**src/rtl/ex_mem_pkg.sv**
```systemverilog
// Shared types and encodings for the EX->MEM stage.
// Latency: n/a (declarations only).
// Backpressure: n/a.
package ex_mem_pkg;

   // Datapath widths used by every file of the stage
   localparam int XLEN    = 64;
   localparam int RADDR_W = 5;

   // branch_op encodings
   localparam logic [1:0] BR_NONE = 2'b00;
   localparam logic [1:0] BR_EQ   = 2'b01;
   localparam logic [1:0] BR_NE   = 2'b10;
   localparam logic [1:0] BR_GT   = 2'b11;

   // Skid-buffer occupancy states
   localparam logic [1:0] ST_EMPTY = 2'd0;
   localparam logic [1:0] ST_ONE   = 2'd1;
   localparam logic [1:0] ST_FULL  = 2'd2;

   // Bundle held in the main and skid slots
   typedef struct packed {
      logic [XLEN-1:0]    alu_result;
      logic [XLEN-1:0]    store_data;
      logic [RADDR_W-1:0] rd;
      logic               mem_read;
      logic               mem_write;
      logic               reg_write;
      logic               mem_to_reg;
   } ex_mem_entry_t;

endpackage

```
**src/rtl/ex_mem_if.sv**
```systemverilog
// Handshake bundles on either side of the EX->MEM stage.
// Latency: n/a (wiring only).
// Backpressure: in_ready / out_ready carried alongside the valids.

// EX side: master is the ALU stage, slave is the EX->MEM register
interface ex_mem_in_if;
   import ex_mem_pkg::*;
   logic               in_valid;
   logic               in_ready;
   logic [XLEN-1:0]    alu_result;
   logic               alu_zero;
   logic               alu_a_bgt_b;
   logic [XLEN-1:0]    rs2_data;
   logic [XLEN-1:0]    branch_target;
   logic [RADDR_W-1:0] rd;
   logic [1:0]         branch_op;
   logic               mem_read;
   logic               mem_write;
   logic               reg_write;
   logic               mem_to_reg;
   logic               flush;

   modport master (
      output in_valid, alu_result, alu_zero, alu_a_bgt_b, rs2_data,
             branch_target, rd, branch_op, mem_read, mem_write,
             reg_write, mem_to_reg, flush,
      input  in_ready
   );
   modport slave (
      input  in_valid, alu_result, alu_zero, alu_a_bgt_b, rs2_data,
             branch_target, rd, branch_op, mem_read, mem_write,
             reg_write, mem_to_reg, flush,
      output in_ready
   );
endinterface

// MEM side: master is the EX->MEM register, slave is the memory stage
interface ex_mem_out_if;
   import ex_mem_pkg::*;
   logic               out_valid;
   logic               out_ready;
   logic [XLEN-1:0]    out_alu_result;
   logic [XLEN-1:0]    out_store_data;
   logic [RADDR_W-1:0] out_rd;
   logic               out_mem_read;
   logic               out_mem_write;
   logic               out_reg_write;
   logic               out_mem_to_reg;
   logic               pc_src;
   logic [XLEN-1:0]    pc_target;

   modport master (
      output out_valid, out_alu_result, out_store_data, out_rd,
             out_mem_read, out_mem_write, out_reg_write, out_mem_to_reg,
             pc_src, pc_target,
      input  out_ready
   );
   modport slave (
      input  out_valid, out_alu_result, out_store_data, out_rd,
             out_mem_read, out_mem_write, out_reg_write, out_mem_to_reg,
             pc_src, pc_target,
      output out_ready
   );
endinterface

```
**src/rtl/ex_mem_branch_resolve.sv**
```systemverilog
// Branch decision from ALU flags and branch_op.
// Latency: combinational.
// Backpressure: none.
module ex_mem_branch_resolve
   import ex_mem_pkg::*;
(
   input  logic [1:0] branch_op,
   input  logic       zero,
   input  logic       a_bgt_b,
   output logic       taken
);

   // BR_NONE never redirects the PC
   always_comb begin
      taken = 1'b0;
      case (branch_op)
         BR_EQ:   taken = zero;
         BR_NE:   taken = !zero;
         BR_GT:   taken = a_bgt_b;
         default: taken = 1'b0;
      endcase
   end

endmodule

```
**src/rtl/ex_mem_stage.sv**
```systemverilog
// EX->MEM register with a 2-entry skid buffer and branch resolution (optional EX_MEM_PERF_EN counters).
// Latency: 1 cycle in->out when empty; pc_src pulses 1 cycle after accept, independent of out_ready.
// Backpressure: in_ready is registered and drops only when both slots are occupied; flush empties both.
module ex_mem_stage
   import ex_mem_pkg::*;
(
   input  logic        clk,
   input  logic        reset,
   ex_mem_in_if.slave  ex,
   ex_mem_out_if.master mem
`ifdef EX_MEM_PERF_EN
   ,
   output logic [31:0] perf_taken_cnt,
   output logic [31:0] perf_stall_cnt
`endif
);

   logic [1:0]      state, state_d;
   logic            in_ready_q;
   ex_mem_entry_t   main_q, main_d;
   ex_mem_entry_t   skid_q, skid_d;
   ex_mem_entry_t   in_entry;
   logic            pc_src_q;
   logic [XLEN-1:0] pc_target_q;
   logic            accept, transfer, out_valid, taken;

   assign in_entry.alu_result = ex.alu_result;
   assign in_entry.store_data = ex.rs2_data;
   assign in_entry.rd         = ex.rd;
   assign in_entry.mem_read   = ex.mem_read;
   assign in_entry.mem_write  = ex.mem_write;
   assign in_entry.reg_write  = ex.reg_write;
   assign in_entry.mem_to_reg = ex.mem_to_reg;

   assign out_valid = (state != ST_EMPTY);
   assign accept    = ex.in_valid & in_ready_q;
   assign transfer  = out_valid & mem.out_ready;

   ex_mem_branch_resolve u_br (
      .branch_op (ex.branch_op),
      .zero      (ex.alu_zero),
      .a_bgt_b   (ex.alu_a_bgt_b),
      .taken     (taken)
   );

   // Slot/state update; vacated slots are zeroed so invalid entries read as 0
   always_comb begin
      state_d = state;
      main_d  = main_q;
      skid_d  = skid_q;
      if (ex.flush) begin
         state_d = ST_EMPTY;
         main_d  = '0;
         skid_d  = '0;
      end else begin
         case (state)
            ST_EMPTY: begin
               if (accept) begin
                  main_d  = in_entry;
                  state_d = ST_ONE;
               end
            end
            ST_ONE: begin
               if (accept && !transfer) begin
                  skid_d  = in_entry;
                  state_d = ST_FULL;
               end else if (transfer && !accept) begin
                  main_d  = '0;
                  state_d = ST_EMPTY;
               end else if (accept && transfer) begin
                  main_d  = in_entry;
               end
            end
            ST_FULL: begin
               if (transfer) begin
                  main_d  = skid_q;
                  skid_d  = '0;
                  state_d = ST_ONE;
               end
            end
            default: begin
               state_d = ST_EMPTY;
               main_d  = '0;
               skid_d  = '0;
            end
         endcase
      end
   end

   // Register slots, state and the look-ahead in_ready
   always_ff @(posedge clk or posedge reset) begin
      if (reset) begin
         state      <= ST_EMPTY;
         in_ready_q <= 1'b1;
         main_q     <= '0;
         skid_q     <= '0;
      end else begin
         state      <= state_d;
         in_ready_q <= (state_d != ST_FULL);
         main_q     <= main_d;
         skid_q     <= skid_d;
      end
   end

   // Taken-branch pulse; a flushed input never redirects the PC
   always_ff @(posedge clk or posedge reset) begin
      if (reset) begin
         pc_src_q    <= 1'b0;
         pc_target_q <= '0;
      end else if (accept && taken && !ex.flush) begin
         pc_src_q    <= 1'b1;
         pc_target_q <= ex.branch_target;
      end else begin
         pc_src_q    <= 1'b0;
         pc_target_q <= '0;
      end
   end

`ifdef EX_MEM_PERF_EN
   // Free-running event counters, cleared only by reset
   always_ff @(posedge clk or posedge reset) begin
      if (reset) begin
         perf_taken_cnt <= '0;
         perf_stall_cnt <= '0;
      end else begin
         perf_taken_cnt <= perf_taken_cnt + {31'd0, pc_src_q};
         perf_stall_cnt <= perf_stall_cnt + {31'd0, out_valid & !mem.out_ready};
      end
   end
`endif

   assign ex.in_ready       = in_ready_q;
   assign mem.out_valid      = out_valid;
   assign mem.out_alu_result = main_q.alu_result;
   assign mem.out_store_data = main_q.store_data;
   assign mem.out_rd         = main_q.rd;
   assign mem.out_mem_read   = main_q.mem_read;
   assign mem.out_mem_write  = main_q.mem_write;
   assign mem.out_reg_write  = main_q.reg_write;
   assign mem.out_mem_to_reg = main_q.mem_to_reg;
   assign mem.pc_src         = pc_src_q;
   assign mem.pc_target      = pc_target_q;

endmodule

```
**src/flat_wrapper.sv**
```systemverilog
// flat-port wrapper written by rule: the top's interface ports become plain ports
module ex_mem_stage_flat import ex_mem_pkg::*;
  (clk, reset, ex_in_valid, ex_alu_result, ex_alu_zero, ex_alu_a_bgt_b, ex_rs2_data, ex_branch_target, ex_rd, ex_branch_op, ex_mem_read, ex_mem_write, ex_reg_write, ex_mem_to_reg, ex_flush, ex_in_ready, mem_out_valid, mem_out_alu_result, mem_out_store_data, mem_out_rd, mem_out_mem_read, mem_out_mem_write, mem_out_reg_write, mem_out_mem_to_reg, mem_pc_src, mem_pc_target, mem_out_ready);
  ex_mem_in_if ex_i ();
  ex_mem_out_if mem_i ();
  input  logic clk;
  input  logic reset;
  input wire logic [$bits(ex_i.in_valid)-1:0] ex_in_valid;
  input wire logic [$bits(ex_i.alu_result)-1:0] ex_alu_result;
  input wire logic [$bits(ex_i.alu_zero)-1:0] ex_alu_zero;
  input wire logic [$bits(ex_i.alu_a_bgt_b)-1:0] ex_alu_a_bgt_b;
  input wire logic [$bits(ex_i.rs2_data)-1:0] ex_rs2_data;
  input wire logic [$bits(ex_i.branch_target)-1:0] ex_branch_target;
  input wire logic [$bits(ex_i.rd)-1:0] ex_rd;
  input wire logic [$bits(ex_i.branch_op)-1:0] ex_branch_op;
  input wire logic [$bits(ex_i.mem_read)-1:0] ex_mem_read;
  input wire logic [$bits(ex_i.mem_write)-1:0] ex_mem_write;
  input wire logic [$bits(ex_i.reg_write)-1:0] ex_reg_write;
  input wire logic [$bits(ex_i.mem_to_reg)-1:0] ex_mem_to_reg;
  input wire logic [$bits(ex_i.flush)-1:0] ex_flush;
  output wire logic [$bits(ex_i.in_ready)-1:0] ex_in_ready;
  output wire logic [$bits(mem_i.out_valid)-1:0] mem_out_valid;
  output wire logic [$bits(mem_i.out_alu_result)-1:0] mem_out_alu_result;
  output wire logic [$bits(mem_i.out_store_data)-1:0] mem_out_store_data;
  output wire logic [$bits(mem_i.out_rd)-1:0] mem_out_rd;
  output wire logic [$bits(mem_i.out_mem_read)-1:0] mem_out_mem_read;
  output wire logic [$bits(mem_i.out_mem_write)-1:0] mem_out_mem_write;
  output wire logic [$bits(mem_i.out_reg_write)-1:0] mem_out_reg_write;
  output wire logic [$bits(mem_i.out_mem_to_reg)-1:0] mem_out_mem_to_reg;
  output wire logic [$bits(mem_i.pc_src)-1:0] mem_pc_src;
  output wire logic [$bits(mem_i.pc_target)-1:0] mem_pc_target;
  input wire logic [$bits(mem_i.out_ready)-1:0] mem_out_ready;
  assign ex_i.in_valid = ex_in_valid;
  assign ex_i.alu_result = ex_alu_result;
  assign ex_i.alu_zero = ex_alu_zero;
  assign ex_i.alu_a_bgt_b = ex_alu_a_bgt_b;
  assign ex_i.rs2_data = ex_rs2_data;
  assign ex_i.branch_target = ex_branch_target;
  assign ex_i.rd = ex_rd;
  assign ex_i.branch_op = ex_branch_op;
  assign ex_i.mem_read = ex_mem_read;
  assign ex_i.mem_write = ex_mem_write;
  assign ex_i.reg_write = ex_reg_write;
  assign ex_i.mem_to_reg = ex_mem_to_reg;
  assign ex_i.flush = ex_flush;
  assign ex_in_ready = ex_i.in_ready;
  assign mem_out_valid = mem_i.out_valid;
  assign mem_out_alu_result = mem_i.out_alu_result;
  assign mem_out_store_data = mem_i.out_store_data;
  assign mem_out_rd = mem_i.out_rd;
  assign mem_out_mem_read = mem_i.out_mem_read;
  assign mem_out_mem_write = mem_i.out_mem_write;
  assign mem_out_reg_write = mem_i.out_reg_write;
  assign mem_out_mem_to_reg = mem_i.out_mem_to_reg;
  assign mem_pc_src = mem_i.pc_src;
  assign mem_pc_target = mem_i.pc_target;
  assign mem_i.out_ready = mem_out_ready;
  ex_mem_stage u_core (.clk(clk), .reset(reset), .ex(ex_i), .mem(mem_i));
endmodule
```
**config.mk**
```make
export PLATFORM = sky130hd
export DESIGN_NAME = ex_mem_stage_flat
export DESIGN_NICKNAME = d
export VERILOG_FILES = /design/src/rtl/ex_mem_pkg.sv /design/src/rtl/ex_mem_if.sv /design/src/rtl/ex_mem_branch_resolve.sv /design/src/rtl/ex_mem_stage.sv /design/src/flat_wrapper.sv
export SDC_FILE = /design/constraint.sdc
export NUM_CORES = 1
export LEC_CHECK = 0
export BUFFER_PORTS_ARGS = -buffer_cell sky130_fd_sc_hd__buf_2
export CAP_MARGIN = 20
export CORE_UTILIZATION = 50
export DETAILED_ROUTE_END_ITERATION = 8
export PLACE_DENSITY = 0.85
export SLEW_MARGIN = 30
export SYNTH_ARGS = -nofsm -noshare
export SYNTH_HDL_FRONTEND = slang
export SYNTH_SLANG_ARGS = --single-unit
```
**constraint.sdc**
```tcl
create_clock -name clk -period 16 [get_ports clk]
set_input_delay 1.6 -clock clk [delete_from_list [all_inputs] [get_ports clk]]
set_output_delay 1.6 -clock clk [all_outputs]
set_load 0.02 [all_outputs]
```
### Word-level counts from Yosys, hierarchy flattened

Index checks and enable logic that the tools add are counted.

* flip-flop bits (word level): 342
* output and inout port bits: 204
* input bits: 210
* logic and storage cells: 65

* mux-type cells: 20
* equal/unequal tests: 12
* reduce and logical (&&, ||, !) cells: 13
* bitwise operators: 2

Operators with widths (count)
* $mux 137: 9
* $pmux 137 s3: 2
* $mux 64: 1
* $mux 2: 5
* $ne 3x2->1 const B: 3
* $eq 2x2->1 const B: 3
* $pmux 2 s3: 1
* $logic_and 1x1->1: 5
* $eq 2x1->1 const B: 2
* $logic_not 1->1: 4
* $ne 2x2->1 const B: 2
* $ne 4x2->1 const B: 1
* $reduce_and 4->1: 1
* $ne 3x3->1 const B: 1
* $pmux 1 s3: 1
* $reduce_and 3->1: 1
* $and 1x1->1: 2
* $logic_not 2->1: 1
* $reduce_bool 2->1: 1
* $mux 1: 1

### Logic depth before layout (Yosys ltp)

* depth after elaboration: 8
* depth in mapped cells: 8
* depth with buffers taken out: 4

### Cells and area by module

From an unflattened synthesis, not the netlist that was laid out.

* cell total of the unflattened synthesis: 1537
* area, all modules: 15971.6 sq um

Modules (own cells, without submodules)
* ex_mem_stage: instances 1, area an instance 15951.5 sq um, cells each 1534, seq. area each 8559.5 sq um
* ex_mem_branch_resolve: instances 1, area an instance 20.0 sq um, cells each 3, seq. area each 0.0 sq um

### Worst setup path after synthesis

OpenSTA, ideal clock, no wires.

* path kind: input port to flip-flop
* start point: input mem_out_ready
* end point: register u_core.skid_q[39] in the netlist's numbering
* library setup time: 0.133 ns
* cell stages on the path: 8
* buffers on the path: 4
* required time: 15.867 ns
* arrival: 2.704 ns
* path slack: 13.163 ns
* cell sequence: buf_4 and3b_1 o22a_1 buf_2 buf_4 buf_2 nand3_1 o21ai_0

* word-level cells in the longest chain between the ends: 5
* elaborated cells between the ends (all ways): 6
* those cells by class: eq/ne: 2; bitwise: 1; reduce/logical: 3

RTL lines
* start, declared: RTL line flat_wrapper.sv:32 `input wire logic [$bits(mem_i.out_ready)-1:0] mem_out_ready;`
* $and 1x1->1 (*): RTL line ex_mem_stage.sv:37 `assign transfer = out_valid & mem.out_ready;`
* $logic_not 1->1: RTL line ex_mem_stage.sv:64 `if (accept && !transfer) begin`
* $logic_and 1x1->1: RTL line ex_mem_stage.sv:64
* $ne 3x2->1 (no line)
* $reduce_and 3->1 (no line) (*)
* end signal, assigned: RTL line ex_mem_stage.sv:101 `skid_q <= skid_d;`
* end, declared: RTL line ex_mem_stage.sv:21 `ex_mem_entry_t skid_q, skid_d;`

Every way passes the cells marked *; elsewhere a longest branch is shown, timed or not.
A chain may end at the register's enable or synchronous reset.

### Worst setup path in the final report

* start point: input ex_in_valid
* end point: register u_core.main_q, in the netlist u_core.mem.out_store_data[22]

* word-level cells in the longest chain between the ends: 7
* elaborated cells between the ends (all ways): 13
* those cells by class: eq/ne: 3; mux: 4; bitwise: 1; reduce/logical: 5

RTL lines
* start, declared: RTL line flat_wrapper.sv:8 `input wire logic [$bits(ex_i.in_valid)-1:0] ex_in_valid;`
* $and 1x1->1 (*): RTL line ex_mem_stage.sv:36 `assign accept = ex.in_valid & in_ready_q;`
* $logic_not 1->1: RTL line ex_mem_stage.sv:67 `end else if (transfer && !accept) begin`
* $logic_and 1x1->1: RTL line ex_mem_stage.sv:67
* $mux 137: RTL line ex_mem_stage.sv:67
* $mux 137: RTL line ex_mem_stage.sv:64
* $pmux 137 s3: RTL line ex_mem_stage.sv:56 `case (state)`
* $mux 137: RTL line ex_mem_stage.sv:51 `if (ex.flush) begin`
* end signal, assigned: RTL line ex_mem_stage.sv:100 `main_q <= main_d;`
* end, declared: RTL line ex_mem_stage.sv:20 `ex_mem_entry_t main_q, main_d;`

Every way passes the cells marked *; elsewhere a longest branch is shown, timed or not. The select of a mux whose other input is x is not followed.

==> results.md <==
* Net total in the final layout at 1802
* Crit. path cell count at 7
* DIE AREA at 0.0292 mm2
* Worst reg2reg startpoint: u_core.state[1]
* Post-CTS setup-driven buffer insertion count at 0
* Status: finished clean
* Clock root buffer: clkbuf_16
* Number of buffers created by CTS at 37
* Chip width at 171 um
* Worst-path clk slew at 60 ps
* Syn nets at 1463
* Seq cells post-synth at 342
* Count of input and output buffers at 413
* Count of mapped cells out of synthesis at 1253
* Core region area at between 0.02 and 0.03 mm2
* Global-route usage over all layers at 0.268
* Hold Crit Class: register to register
* CP peak stage delay at 860 ps
* Starting Density at 0.511
* Number of cells upsized or downsized after cts at 0
* Core Rows at 61
* Sequential share of the synthesized area at 0.600
* Ratio of final minimum period to clock period at 0.226
* Min Clock Period, post-route at 3610 ps
* Minimum hold slack at 484 ps
* Insertion delay of the later-clocked pin in the worst-skew pair at 500 ps
* Setup Total Neg Slack at 0 ps
* Number of enable-type register cells in the synthesized netlist at 0
* CTS tree: done
* Count of different cell masters after synthesis at 29
* Worst path buffer plus inverter count at 3
* Top-count cell post-synth: dfrtp_1
* Total number of vias at 11900
* Antenna violations before repair at 4
* Routed len/inst at 20.0 um
* Pin count of the biggest net entering global routing at 137
* Setup crit end: u_core.mem.out_store_data[22]
* Standby leakage power at a little under 9 nW
* Async set-or-reset flop fraction in the synthesized netlist at 1.00
* Number of vias per cell after detailed routing at 5.95
* Synth-to-layout area growth at 23.7%
* Setup slack, reg-to-reg at 12800 ps
* Cell type with the highest aggregate area in the netlist: dfrtp_1
* Vertical extent of the die at 171 um
* Most used cell along the critical path: buf_4
* DR iter-0 viols at ~1300
* Average size of a mapped cell at 11.4 um2
* Drt first pass iters at 5
* Num ports at approximately 410
* Wire length of the first global-routing pass at 62000 um
* Max-cap check violation count at 0
* Number of H-tree branching levels at 2
* Predominant post-synthesis flop cell: dfrtp_1
* Largest delay share family, worst path: buffers and inverters
* Clock buffer depth at 3
* Total count of max-transition violations in the final report at 0
* Total number of yosys warnings at 0
* Maximum fanout count along the critical path at 85
* Power density over cell area at approximately 120 mW/mm2
* RSZ-0062 raised after global routing: no
* # hold bufs at CTS at 0
* CP startpoint kind: input pin
* Final count of negative-setup-slack endpoints at 0
* Cell at the slowest stage of the critical path: buf_4
* Worst voltage drop across the vdd grid at 0.000108 V
* Half-perimeter wire length after placement at 24500 um
* # clock sinks at 342
* Post-synth top area share at 0.598
* Final Power at 2.08 mW
* Register containing the most flip-flops in the final layout: u_core.skid_q
* FMAX at 277 MHz
* Final hold violation count at 0
* Dominant cells by area after synthesis: dfrtp_1 60%, o2bb2ai_1 8.4%, a22oi_1 7.2%
* Required time of the critical path at 16410 ps
* Type of element capturing the critical path: register
* Commonest cells in the synthesized netlist: 341 x dfrtp_1, 139 x nand2b_1, 138 x nand3_1, 138 x o21ai_0
* Fraction of final layout cells sized beyond drive strength 1 at 0.306
* Post-synthesis instance area at 0.0143 mm2
* Final GP Congestion at 0.806
* Setup Crit Path Kind: input pin to register
* Crit path DAT at 4020 ps
* Final WL at 40100 um
* Startpoint of the worst setup timing path: ex_in_valid
* R2R depth at 6
* Critical path cell sequence: buf_2 -> a21boi_0 -> a21oi_4 -> buf_4 -> buf_4 -> a22oi_1 -> o2bb2ai_1
* Number of global-route vias before repair at 11500
* Actual slew at the worst max-slew pin at 1010 ps
* Remaining DRCs at 0
* Skew final at 11.3 ps
* Capture point of the worst reg-to-reg path: u_core.mem.out_store_data[22]
* Largest register FFs at 137
* Post-DRT Antenna Nets at 0
* Worst hold path depth at 1
* Relative slew margins at 0.325
* Remaining global-route overflow at 0
==> power by group <==
group / internal [mW] / total (mW) / switching (mW)
Sequential: 0.905 / 0.931 / 0.0257
Combinational: 0.0820 / 0.252 / 0.170
Clock: 0.554 / 0.895 / 0.340
Total: 1.54 / 2.08 / 0.536
==> metrics by stage <==
stage	util	instance area [um2]	std cells	setup WS [ps]
detailed placement	0.586	16400	1931	11970
global route	0.632	17600	1998	12300
CTS	0.631	17600	1996	12490
global placement	0.585	16300	1930	12070
floorplan	-	14300	1253	4920
finish	0.632	17600	1999	12390
==> layout make-up <==
type | count | area, um2
fill | 2119 | 10300
clock inverter | 16 | 268
multi-input combinational | 778 | 5100
tap | 378 | 473
antenna | 3 | 7.51
inverter | 3 | 23.8
timing repair buffer | 430 | 2220
clock buffer | 49 | 1000
sequential | 342 | 8560
==> worst min-delay path by stage <==
stage                             startpoint                       endpoint  slack, ps
5_1_grt         u_core.mem.out_store_data[8]   u_core.mem.out_store_data[8]        500
2_1_floorplan               u_core.skid_q[0]               u_core.skid_q[0]        520
3_3_place_gp   u_core.mem.out_store_data[58]  u_core.mem.out_store_data[58]        470
6_report       u_core.mem.out_alu_result[53]  u_core.mem.out_alu_result[53]        480
4_1_cts        u_core.mem.out_store_data[30]  u_core.mem.out_store_data[30]        490
3_5_place_dp    u_core.mem.out_store_data[6]   u_core.mem.out_store_data[6]        470
==> per-layer routing <==
metal  track usage  part of all wire  wire length [um]  up-vias
li1              -                 -                 -     5223
met3        0.0699             0.096              3860       93
met2         0.429              0.47             19000      663
met4         0.106             0.036              1460        2
met5             0           0.00032                13        -
met1         0.349              0.39             15700     5920
==> worst reg2reg max path, cell delays in order (launching register included) <==
cell       delay (ps)
dfrtp_1           510
nor2b_4           180
buf_4             320
o21ai_0           330
a21o_4            720
buf_4             790
o2bb2ai_1         190
==> kinds of logic (layout without fill, tap and decap cells) <==
group | after synthesis | in the layout | synth area share
flops | 342 | 342 | 0.600
compound gates | 423 | 423 | 0.210
simple gates | 355 | 355 | 0.143
other cells | 0 | 3 | 0
buf+inv | 133 | 498 | 0.0466
==> layout by cell type (no fill, tap or decap), types with 3 or more instances in the layout <==
| master | netlist | final |
|---|---|---|
| a22oi_1 | 137 | 137 |
| and2_1 | 64 | 64 |
| buf_2 | 48 | 412 |
| buf_4 | 8 | 14 |
| buf_6 | 10 | 3 |
| bufinv_16 | 0 | 7 |
| clkbuf_1 | 62 | 9 |
| clkbuf_16 | 0 | 37 |
| clkbuf_8 | 0 | 3 |
| clkinv_2 | 0 | 5 |
| dfrtp_1 | 341 | 341 |
| diode_2 | 0 | 3 |
| nand2_1 | 3 | 3 |
| nand2b_1 | 139 | 139 |
| nand3_1 | 138 | 138 |
| o21ai_0 | 138 | 138 |
| o2bb2ai_1 | 137 | 137 |
Note: power is estimated with default switching activity, not from simulation.
